===== src/rtl/block_packer_if.sv =====
// Byte-stream and cipher-side signal bundle for block_packer.
// The packer uses the slave view; the upstream source/cipher model uses master.
interface block_packer_if #(
  parameter int COUNT_WIDTH = 16
);
  logic [7:0]             byte_in;
  logic                   byte_valid_in;
  logic                   byte_ready_out;
  logic                   flush_in;
  logic [127:0]           key_in;
  logic                   cipher_start_out;
  logic [127:0]           cipher_block_out;
  logic [127:0]           cipher_key_out;
  logic                   cipher_valid_in;
  logic [127:0]           cipher_result_in;
  logic [127:0]           result_out;
  logic                   result_valid_out;
  logic [COUNT_WIDTH-1:0] block_count_out;

  modport slave (
    input  byte_in, byte_valid_in, flush_in, key_in, cipher_valid_in, cipher_result_in,
    output byte_ready_out, cipher_start_out, cipher_block_out, cipher_key_out,
           result_out, result_valid_out, block_count_out
  );

  modport master (
    output byte_in, byte_valid_in, flush_in, key_in, cipher_valid_in, cipher_result_in,
    input  byte_ready_out, cipher_start_out, cipher_block_out, cipher_key_out,
           result_out, result_valid_out, block_count_out
  );
endinterface


===== src/rtl/block_packer.sv =====
// Packs a byte stream MSB-first into 128-bit blocks, pads partial blocks on flush,
// launches each block to an external cipher and captures the returned ciphertext.
module block_packer #(
  parameter logic [7:0] PAD_BYTE    = 8'h00,
  parameter int         COUNT_WIDTH = 16
) (
  input  logic           clk_in,
  input  logic           rst_in,
  block_packer_if.slave  bus
);

  localparam logic [1:0] ST_COLLECT = 2'd0;
  localparam logic [1:0] ST_LAUNCH  = 2'd1;
  localparam logic [1:0] ST_WAIT    = 2'd2;

  logic [1:0]             state_q, state_d;
  logic [3:0]             fill_q, fill_d;
  logic [127:0]           block_q, block_d;
  logic [127:0]           key_q, key_d;
  logic [127:0]           result_q, result_d;
  logic                   result_valid_q, result_valid_d;
  logic [COUNT_WIDTH-1:0] count_q, count_d;

  logic       xfer;
  logic [3:0] slot;
  logic [4:0] pad_from;

  assign xfer = bus.byte_valid_in && (state_q == ST_COLLECT);
  // Byte k lands at bits [127-8k -: 8], i.e. the (15-k)-th byte lane from the bottom.
  assign slot = 4'd15 - fill_q;

  always_comb begin
    // NOTE: every variable gets a default first so no path leaves one unassigned (no latches).
    state_d        = state_q;
    fill_d         = fill_q;
    block_d        = block_q;
    key_d          = key_q;
    result_d       = result_q;
    result_valid_d = 1'b0;
    count_d        = count_q;
    pad_from       = {1'b0, fill_q} + {4'd0, xfer};

    case (state_q)
      ST_COLLECT: begin
        if (xfer) begin
          block_d[{slot, 3'b000} +: 8] = bus.byte_in;
          fill_d                       = fill_q + 4'd1;
        end
        if (xfer && fill_q == 4'd15) begin
          state_d = ST_LAUNCH;
          key_d   = bus.key_in;
        end else if (bus.flush_in && (xfer || fill_q != 4'd0)) begin
          // A byte arriving with the flush is written above; padding starts after it.
          for (int i = 0; i < 16; i++) begin
            if (5'(i) >= pad_from) block_d[8*(15-i) +: 8] = PAD_BYTE;
          end
          state_d = ST_LAUNCH;
          key_d   = bus.key_in;
        end
      end
      ST_LAUNCH: state_d = ST_WAIT;
      ST_WAIT: begin
        if (bus.cipher_valid_in) begin
          result_d       = bus.cipher_result_in;
          result_valid_d = 1'b1;
          count_d        = count_q + 1'b1;
          fill_d         = 4'd0;
          state_d        = ST_COLLECT;
        end
      end
      default: state_d = ST_COLLECT;
    endcase
  end

  always_ff @(posedge clk_in) begin
    // NOTE: state registers use non-blocking assignments so all update together at the edge.
    if (rst_in) begin
      state_q        <= ST_COLLECT;
      fill_q         <= 4'd0;
      block_q        <= '0;
      key_q          <= '0;
      result_q       <= '0;
      result_valid_q <= 1'b0;
      count_q        <= '0;
    end else begin
      state_q        <= state_d;
      fill_q         <= fill_d;
      block_q        <= block_d;
      key_q          <= key_d;
      result_q       <= result_d;
      result_valid_q <= result_valid_d;
      count_q        <= count_d;
    end
  end

  // block_q and key_q are only written in COLLECT, so they hold from launch to capture.
  assign bus.byte_ready_out   = (state_q == ST_COLLECT);
  assign bus.cipher_start_out = (state_q == ST_LAUNCH);
  assign bus.cipher_block_out = block_q;
  assign bus.cipher_key_out   = key_q;
  assign bus.result_out       = result_q;
  assign bus.result_valid_out = result_valid_q;
  assign bus.block_count_out  = count_q;

endmodule


===== src/flat_wrapper.sv =====
// flat-port wrapper written by rule: the top's interface ports become plain ports
module block_packer_flat 
#(
  parameter logic [7:0] PAD_BYTE    = 8'h00,
  parameter int         COUNT_WIDTH = 16
)
  (clk_in, rst_in, bus_byte_in, bus_byte_valid_in, bus_flush_in, bus_key_in, bus_cipher_valid_in, bus_cipher_result_in, bus_byte_ready_out, bus_cipher_start_out, bus_cipher_block_out, bus_cipher_key_out, bus_result_out, bus_result_valid_out, bus_block_count_out);
  block_packer_if #(.COUNT_WIDTH(COUNT_WIDTH)) bus_i ();
  input  logic clk_in;
  input  logic rst_in;
  input wire logic [$bits(bus_i.byte_in)-1:0] bus_byte_in;
  input wire logic [$bits(bus_i.byte_valid_in)-1:0] bus_byte_valid_in;
  input wire logic [$bits(bus_i.flush_in)-1:0] bus_flush_in;
  input wire logic [$bits(bus_i.key_in)-1:0] bus_key_in;
  input wire logic [$bits(bus_i.cipher_valid_in)-1:0] bus_cipher_valid_in;
  input wire logic [$bits(bus_i.cipher_result_in)-1:0] bus_cipher_result_in;
  output wire logic [$bits(bus_i.byte_ready_out)-1:0] bus_byte_ready_out;
  output wire logic [$bits(bus_i.cipher_start_out)-1:0] bus_cipher_start_out;
  output wire logic [$bits(bus_i.cipher_block_out)-1:0] bus_cipher_block_out;
  output wire logic [$bits(bus_i.cipher_key_out)-1:0] bus_cipher_key_out;
  output wire logic [$bits(bus_i.result_out)-1:0] bus_result_out;
  output wire logic [$bits(bus_i.result_valid_out)-1:0] bus_result_valid_out;
  output wire logic [$bits(bus_i.block_count_out)-1:0] bus_block_count_out;
  assign bus_i.byte_in = bus_byte_in;
  assign bus_i.byte_valid_in = bus_byte_valid_in;
  assign bus_i.flush_in = bus_flush_in;
  assign bus_i.key_in = bus_key_in;
  assign bus_i.cipher_valid_in = bus_cipher_valid_in;
  assign bus_i.cipher_result_in = bus_cipher_result_in;
  assign bus_byte_ready_out = bus_i.byte_ready_out;
  assign bus_cipher_start_out = bus_i.cipher_start_out;
  assign bus_cipher_block_out = bus_i.cipher_block_out;
  assign bus_cipher_key_out = bus_i.cipher_key_out;
  assign bus_result_out = bus_i.result_out;
  assign bus_result_valid_out = bus_i.result_valid_out;
  assign bus_block_count_out = bus_i.block_count_out;
  block_packer #(.PAD_BYTE(PAD_BYTE), .COUNT_WIDTH(COUNT_WIDTH)) u_core (.clk_in(clk_in), .rst_in(rst_in), .bus(bus_i));
endmodule

===== config.mk =====
export PLATFORM = sky130hd
export DESIGN_NAME = block_packer_flat
export DESIGN_NICKNAME = d
export VERILOG_FILES = /design/src/rtl/block_packer_if.sv /design/src/rtl/block_packer.sv /design/src/flat_wrapper.sv
export SDC_FILE = /design/constraint.sdc
export NUM_CORES = 1
export LEC_CHECK = 0
export CORE_AREA = 2 2 260 262
export DETAILED_ROUTE_END_ITERATION = 12
export DIE_AREA = 0 0 262 264
export PLACE_DENSITY_LB_ADDON = 0.3
export REMOVE_ABC_BUFFERS = 1
export SYNTH_ARGS = -nofsm -noshare
export SYNTH_HDL_FRONTEND = slang
export SYNTH_SLANG_ARGS = --single-unit

===== constraint.sdc =====
create_clock -name clk_in -period 7.2 [get_ports clk_in]
set_input_delay 1.44 -clock clk_in [delete_from_list [all_inputs] [get_ports clk_in]]
set_output_delay 1.44 -clock clk_in [all_outputs]
set_load 0.02 [all_outputs]

# Word level (Yosys, flattened, before mapping)
# Cells that the tools add are included.
# totals
inputBits	269
reg_bits	407
# classes
reduce_logical	13
eq_ne	6
bitwise_logic	1
order_cmp	16
shifts	2
n_mux	30
n_addsub	5
# op_table
cell	count
128-bit 2-to-1 mux	5
128-bit bitwise mux	1
8-bit 2-to-1 mux	16
8-bit by 9-bit variable shift with 128-bit output, first input constant	1
8-bit by 9-bit indexed part select with 128-bit output	1
4-bit by 5-bit >= comparator with 1-bit output, first input constant	8
3-bit by 5-bit >= comparator with 1-bit output, first input constant	4
16-bit by 1-bit adder with 16-bit output, second input constant	1
1-bit by 5-bit >= comparator with 1-bit output, first input constant	2
2-bit by 5-bit >= comparator with 1-bit output, first input constant	2
7-bit negator with 9-bit output	1
4-bit 2-to-1 mux	2
4-bit case mux with 2 select lines	1
2-bit 2-to-1 mux	3
2-bit case mux with 3 select lines	1
2-bit AND reduction	3
4-bit by 1-bit adder with 5-bit output	1
4-bit by 1-bit adder with 4-bit output, second input constant	1
4-bit equality test, second input constant	1
2-bit nonzero test	2
4-bit nonzero test	1
4-bit subtractor, first input constant	1
1-bit logical AND	3
3-bit by 1-bit inequality test with 1-bit output, second input constant	1
10 further kinds	10

# Depth between registers and ports, before layout
# Gate-level depths: netlist of run 1.
# depth
depth_word	8
ltp_mapped	13
ltp_nobuf	10

# Worst setup path before layout of run 1
# No wires, ideal clock.
# synth_timing
kind	input-to-reg
startpoint	in bus_byte_valid_in
endpoint	reg u_core.block_q[112] (netlist: u_core.bus.cipher_block_out[112])
required_time_ns	7.083
arrival_time_ns	3.980
path_stages	13
setup_slack_ns	3.104
cell_sequence	or3b_1 -> buf_6 -> clkinv_4 -> ha_1 -> ha_1 -> clkbuf_1 -> and4b_1 -> a21oi_1 -> or4_4 -> buf_6 -> o21ai_2 -> a21oi_2 -> a22o_1
# synth_between
elab_chain_cells	6
word_cells_on_any_way	10
cone_classes	1 x add/sub; 1 x order compare; 4 x mux; 4 x reduce/logical
# synth_rtl
element	line_no	text
from (decl)	flat_wrapper.sv:12	input wire logic [$bits(bus_i.byte_valid_in)-1:0] bus_byte_valid_in;
1-bit logical AND *	block_packer.sv:28	assign xfer = bus.byte_valid_in && (state_q == ST_COLLECT);
4-bit by 1-bit adder with 5-bit output	block_packer.sv:41	pad_from = {1'b0, fill_q} + {4'd0, xfer};
1-bit by 5-bit >= comparator with 1-bit output	block_packer.sv:55	if (5'(i) >= pad_from) block_d[8*(15-i) +: 8] = PAD_BYTE;
8-bit 2-to-1 mux	block_packer.sv:55	
128-bit 2-to-1 mux	block_packer.sv:52	end else if (bus.flush_in && (xfer || fill_q != 4'd0)) begin
128-bit 2-to-1 mux *	block_packer.sv:49	if (xfer && fill_q == 4'd15) begin
to (signal assigned)	block_packer.sv:88	block_q <= block_d;
to (decl)	block_packer.sv:18	logic [127:0] block_q, block_d;
# Every way passes the cells marked *; elsewhere a longest branch is shown, timed or not.
# A chain may end at the register's enable or synchronous reset.

# Worst setup path in the final report of run 1
# layout_timing
startpoint	in bus_byte_valid_in
endpoint	reg u_core.block_q[104] (netlist: u_core.bus.cipher_block_out[104])
# layout_between
elab_chain_cells	6
word_cells_on_any_way	10
cone_classes	1 x add/sub; 1 x order compare; 4 x mux; 4 x reduce/logical
# layout_rtl
element	line_no
1-bit logical AND *	block_packer.sv:28
4-bit by 1-bit adder with 5-bit output	block_packer.sv:41
2-bit by 5-bit >= comparator with 1-bit output	block_packer.sv:55
8-bit 2-to-1 mux	block_packer.sv:55
128-bit 2-to-1 mux	block_packer.sv:52
128-bit 2-to-1 mux *	block_packer.sv:49
# Marked as above.

==> out/results.ini, run 1 <==
[status]
outcome = completed

[floorplanning]
die_h_um = 264
rows = 95
io_pins = 672
die_area_um2 = 69200
start_util_pct = 22.1
coreArea_um2 = 66600
die_width_um = 262

[clock_tree]
cts.path.max_buffers = 3
cts_setup_buffers = 0
cts_sinks = 407
clock-root-buffer = clkbuf_16
cts_tree = done
post_cts_resized = 0
cts_hold_buffers = 0
path_clk_slew_ns = 0.06
numCtsBuffers = 48
clk_latency_ns = 0.58
cts-htree-levels = 2

[global_routing]
grt_max_degree = 129
grt_pass1_vias = 14400
antenna_found_initial = 21
grt_pass1_wl_um = 93200
grt_use_total_pct = 17.7
grt.overflow.total = 0

[synthesis]
synth-seq-cells = 407
ys_types = 63
syn_area_um2 = 14700
synth_edf_count = 0
yosys_warnings = 0
synthCells = 1718
synth.avg_cell_area_um2 = 8.56
async_reset_ff_share_pct = 0
yosysSeqAreaShare_pct = 55.4
ys.flop_type = dfxtp_1

[worst_setup_path]
critPathRequiredTime_ns = 7.65
path_cells = clkdlybuf4s50_1 -> or3b_1 -> clkinv_4 -> ha_1 -> ha_1 -> and4b_1 -> a21oi_1 -> or4_4 -> a21oi_2 -> a21oi_1 -> a22o_1
max_stage_delay_ns = 0.68
path_max_fanout = 11
start_kind = input port
critPathCaptureType = register
crit_arrival_ns = 4.93
cpMaxStageDelayCell = or4_4
path_class = input port to register

[place]
place_area_um2 = 22100
dp_hpwl_um = 47100
port_buffers = 671
numPlacedInstances = 3151
dp_slack_ns = 2.18
gp_congestion = 0.895

[cells_and_area]
fin_cells = 3240
fin_area_um2 = 23800
nets = 2603
syn_to_final_growth_pct = 61.7
nFillCells = 6836
drive_gt1_share_pct = 5.46

[routing]
drtAntennaViolNets = 0
drt-vias-per-instance = 4.51
via_count = 14600
wire_per_inst_um = 19.8
route.detailed.drc = 0
initialDrtViolationCount = 1049
wl_um = 64100
drtPass1Iterations = 5

[timing]
hold_violations = 0
period_share_pct = 62.2
min_period_ns = 4.48
fin_hold_ws_ns = 0.452
slew_headroom_pct = 33.2
finalWorstSetupSlack_ns = 2.72
skew_ns = 0.0257
rsz0062_at_grt = false
setup_viol = 0
drv_slew = 0
tightest_slew_ns = 0.999
maxClockFrequency_mhz = 223
tns_ns = 0

[power]
p_int_uw = 4210
sw_frac_of_total_pct = 26.1
clockPowerShare_pct = 44.6
seqPwrFrac_pct = 41.7
switching_power_uw = 1490
pwr-share-comb_pct = 13.8
peakVddDrop_uv = 140
powerDensity_nw_per_um2 = 240
p_leak_uw = 0.00824

[run]
drv_cap = 0

[min_path]
hold_class = register to register

-- final cells by class --
class / count / area, um2 / area share (%)
timing repair buffer: 684 / 6830 / 28.7
tap: 873 / 1090 / 4.59
inverter: 8 / 35.0 / 0.147
multi-input combinational: 1179 / 6020 / 25.3
sequential: 407 / 8150 / 34.3
clock buffer: 65 / 1370 / 5.75
antenna: 4 / 10.0 / 0.0421
clock inverter: 20 / 275 / 1.16
-- cell usage in the layout (no fill, tap or decap), types with 24 or more instances in the layout --
master and n:
a21oi_1 280, a22o_1 41, clkbuf_16 49, clkdlybuf4s50_1 670, dfxtp_1 407, nand2_1 558
nand3_1 30, nor2_1 51, o21ai_0 24, o2bb2ai_1 25
-- state kept, by name (all words and copies together), names as in the netlist --
name and cells:
u_core.fill_q 4, u_core.bus.result_valid_out 1, u_core.bus.result_out 128, u_core.bus.cipher_key_out 128, u_core.bus.cipher_block_out 128, u_core.bus.block_count_out 16
u_core.state_q 2
-- cells by family after synthesis --
logic type               share of synthesized area, %
flip-flops                                       55.4
AO/OA/AOI/OAI                                    19.2
adder cells (fa/ha/maj)                         0.511
multiplexers                                    0.545
AND/OR/NAND/NOR                                  19.5
XOR/XNOR                                         1.01
buffers and inverters                            3.81
-- routing by layer --
layer  share of wire, %  global-route usage [%]  vias to the layer above
met2                 49                    30.3                      564
met1                 38                    19.9                     6808
met3                9.3                    6.70                      147
met4                3.5                    6.35                       30
li1                   -                       -                     7051
met5               0.29                       0                        -
-- per-stage QoR --
step / total power, uW / util (%)
floorplan: 2770 / -
global placement: 3210 / 33.2
detailed placement: 3210 / 33.2
CTS: 5790 / 35.7
global route: 5940 / 35.7
finish: 5700 / 35.7
-- critical path, delay by kind of cell --
| kind | cells | cell delay [ns] |
|---|---|---|
| simple gates | 3 | 1.43 |
| fa+ha+maj | 2 | 0.59 |
| buf+inv | 2 | 0.56 |
| compound gates | 4 | 0.91 |
-- worst paths after layout --
check / startpoint / end / slack [ns] / cells after the start
min: u_core.bus.cipher_key_out[99]$_SDFFE_PP0P_ / u_core.bus.cipher_key_out[99]$_SDFFE_PP0P_ / 0.45 / 2
max reg2reg: u_core.state_q[1]$_SDFFE_PP0P_ / u_core.bus.cipher_block_out[104]$_SDFFE_PP0N_ / 3.62 / 10
min reg2reg: u_core.bus.cipher_key_out[99]$_SDFFE_PP0P_ / u_core.bus.cipher_key_out[99]$_SDFFE_PP0P_ / 0.45 / 2
max: bus_byte_valid_in / u_core.bus.cipher_block_out[104]$_SDFFE_PP0N_ / 2.72 / 11
-- Yosys cell counts (3+ instances only) --
| master | number | area (um2) |
|---|---|---|
| ha_1 | 6 | 75.1 |
| or2_2 | 3 | 18.8 |
| xor2_1 | 11 | 96.3 |
| and3_1 | 6 | 37.5 |
| nand3b_1 | 5 | 37.5 |
| o21ai_2 | 10 | 87.6 |
| nand3_1 | 30 | 150 |
| nor2_1 | 51 | 191 |
| nor2b_1 | 3 | 18.8 |
| o21ai_1 | 3 | 15.0 |
| xnor2_1 | 6 | 52.6 |
| or3_1 | 5 | 31.3 |
| o22ai_1 | 4 | 25.0 |
| nand2_1 | 558 | 2090 |
| a32oi_1 | 7 | 61.3 |
| dfxtp_1 | 407 | 8150 |
| o211a_1 | 8 | 80.1 |
| a21oi_1 | 281 | 1410 |
| a32o_1 | 23 | 230 |
| clkbuf_1 | 84 | 315 |
| a211oi_1 | 3 | 22.5 |
| nor3_2 | 6 | 60.1 |
| nor3_1 | 4 | 20.0 |
| a21oi_2 | 4 | 35.0 |
| buf_6 | 4 | 45.0 |
| o2bb2ai_1 | 25 | 219 |
| buf_2 | 24 | 120 |
| o21ai_0 | 25 | 125 |
| a22o_1 | 41 | 359 |
| inv_1 | 6 | 22.5 |
| a21o_1 | 3 | 22.5 |
| mux2i_1 | 8 | 80.1 |
| nand4_1 | 8 | 50.1 |
| buf_1 | 12 | 45.0 |
-- power by group through the flow --
stage | clock (uW) | combinational, uW | sequential [uW]
2_1_floorplan | 0 | 258 | 2510
4_1_cts | 2620 | 794 | 2380
3_3_place_gp | 0 | 784 | 2420
5_1_grt | 2710 | 844 | 2390
6_report | 2540 | 785 | 2380
3_5_place_dp | 0 | 790 | 2420
(Power assumes the default switching activity.)
==> run 2, diff against run 1 <==
Clock period 7.2 ns to 4.21 ns, I/O delays scaled along.
==> out/results.ini, run 2 (synthesis gave the netlist of run 1 again) <==
[status]
outcome = finished with violations
failed_checks = design-rule violations

[worst_setup_path]
critPathRequiredTime_ns = 4.64
critPathCaptureType = register
reg2reg_depth = 10
r2r-start = u_core.state_q[0]$_SDFFE_PP0P_
worstReg2RegEnd = u_core.bus.cipher_block_out[106]$_SDFFE_PP0N_
path_class = input port to register
reg2reg_slack_ns = 0.88
path_max_fanout = 11
crit_arrival_ns = 4.14
critical_path.startpoint = bus_byte_valid_in
start_kind = input port

[clock_tree]
cts_setup_buffers = 0
cts_hold_buffers = 0
cts-htree-levels = 2
numCtsBuffers = 48
post_cts_resized = 0
cts.path.max_buffers = 3
clk_latency_ns = 0.56
cts_sinks = 407
clock-root-buffer = clkbuf_16
cts_tree = done
path_clk_slew_ns = 0.05

[power]
power_uw = 9640
powerDensity_nw_per_um2 = 402
p_leak_uw = 0.00835
peakVddDrop_uv = 265

[min_path]
hold_start = u_core.bus.cipher_key_out[118]$_SDFFE_PP0P_
holdPathStages = 2
hold_class = register to register
min_to = u_core.bus.cipher_key_out[118]$_SDFFE_PP0P_

[cells_and_area]
fin_util_pct = 36.0
nets = 2620
final_common_cell = clkdlybuf4s50_1
drive_gt1_share_pct = 6.21
syn_to_final_growth_pct = 62.9
mostFrequentLayoutCells = 670 x clkdlybuf4s50_1, 558 x nand2_1, 407 x dfxtp_1

[timing]
finalWorstSetupSlack_ns = 0.501
slew_headroom_pct = 6.59
tightest_slew_ns = 1.40
period_share_pct = 88.1
min_period_ns = 3.71
setup_viol = 0
skew_ns = 0.0243
maxClockFrequency_mhz = 270
drv_slew = 0
hold_violations = 0
rsz0062_at_grt = false

[floorplanning]
coreArea_um2 = 66600
die_area_um2 = 69200
io_pins = 672
start_util_pct = 22.1
die_h_um = 264
rows = 95
die_width_um = 262

[routing]
initialDrtViolationCount = 981
drt-met1-wl_um = 24800
route.detailed.drc = 1
wl_um = 64100
drtAntennaViolNets = 0
top_layer = met5
wire_per_inst_um = 19.7
drtPass1Iterations = 9
wl_met3_um = 5980
drt-vias-per-instance = 4.49
via_count = 14600
wl_met2_um = 30800

[place]
dp_slack_ns = 0.0207
dp_hpwl_um = 46800
port_buffers = 671
gp_congestion = 0.856

[global_routing]
grt.overflow.total = 0
grt_pass1_vias = 14500
antenna_found_initial = 19
grt_max_degree = 212
grt_use_total_pct = 17.7
grt_pass1_wl_um = 93200

[run]
drv_cap = 0

run 2: cell count changes in the layout (fill, tap and decap cells not counted), moves of 2 or more:
cell	previous run	this run
inv_6	2	0
buf_4	12	21
bufinv_16	6	4
buf_12	1	9
clkinv_2	6	14
run 2: critical path, cell delays in order:
cell             delay, ns
clkdlybuf4s50_1       0.47
or3b_1                0.27
clkinv_4              0.11
ha_1                  0.25
ha_1                  0.28
and4b_1               0.32
a21oi_1               0.15
or4_4                 0.68
a21oi_2               0.24
a21oi_1               0.24
a32o_1                0.27
run 2: through the flow:
stage	TNS, ns	cells	area (um2)	hold WS (ns)
after floorplan	-552.04	1594	14200	0.524
after global placement	0	3168	22400	0.437
after detailed placement	0	3168	22400	0.444
after CTS	0	3256	23900	0.451
after global routing	0	3259	23900	0.466
final	0	3259	23900	0.448
run 2: layout make-up:
type	count	area (um2)
Clock inverter	23	230
Multi-Input combinational cell	1179	6020
Inverter	8	35.0
Antenna cell	3	7.51
Tap cell	873	1090
Fill cell	6752	42600
Sequential cell	407	8150
Clock buffer	65	1360
Timing Repair Buffer	701	7060
run 2: layer usage:
metal,vias to the layer above,track usage [%]
met4,26,6.84
met2,572,30.1
met1,6807,20.0
li1,7086,-
met5,-,0
met3,137,6.68
run 2: worst max path at each step:
| stage | end | slack (ns) |
|---|---|---|
| 2_1_floorplan | u_core.bus.cipher_key_out[0]$_SDFFE_PP0P_ | -4.30 |
| 3_3_place_gp | u_core.bus.cipher_block_out[104]$_SDFFE_PP0N_ | 0.12 |
| 3_5_place_dp | u_core.bus.cipher_block_out[104]$_SDFFE_PP0N_ | 0.02 |
| 4_1_cts | u_core.bus.cipher_block_out[110]$_SDFFE_PP0N_ | 0.61 |
| 5_1_grt | u_core.bus.cipher_block_out[104]$_SDFFE_PP0N_ | 0.34 |
| 6_report | u_core.bus.cipher_block_out[106]$_SDFFE_PP0N_ | 0.50 |
run 2: power by group:
group	internal, uW	switching, uW
clock network	2500	1690
logic	618	768
registers	3990	78.3
total	7110	2530
==> run 3, diff against run 2 <==
Settings changed: SKIP_LAST_GASP set to 1.
==> results of run 3 <==
Final layout, timing and power as in run 2 (identical DEF).
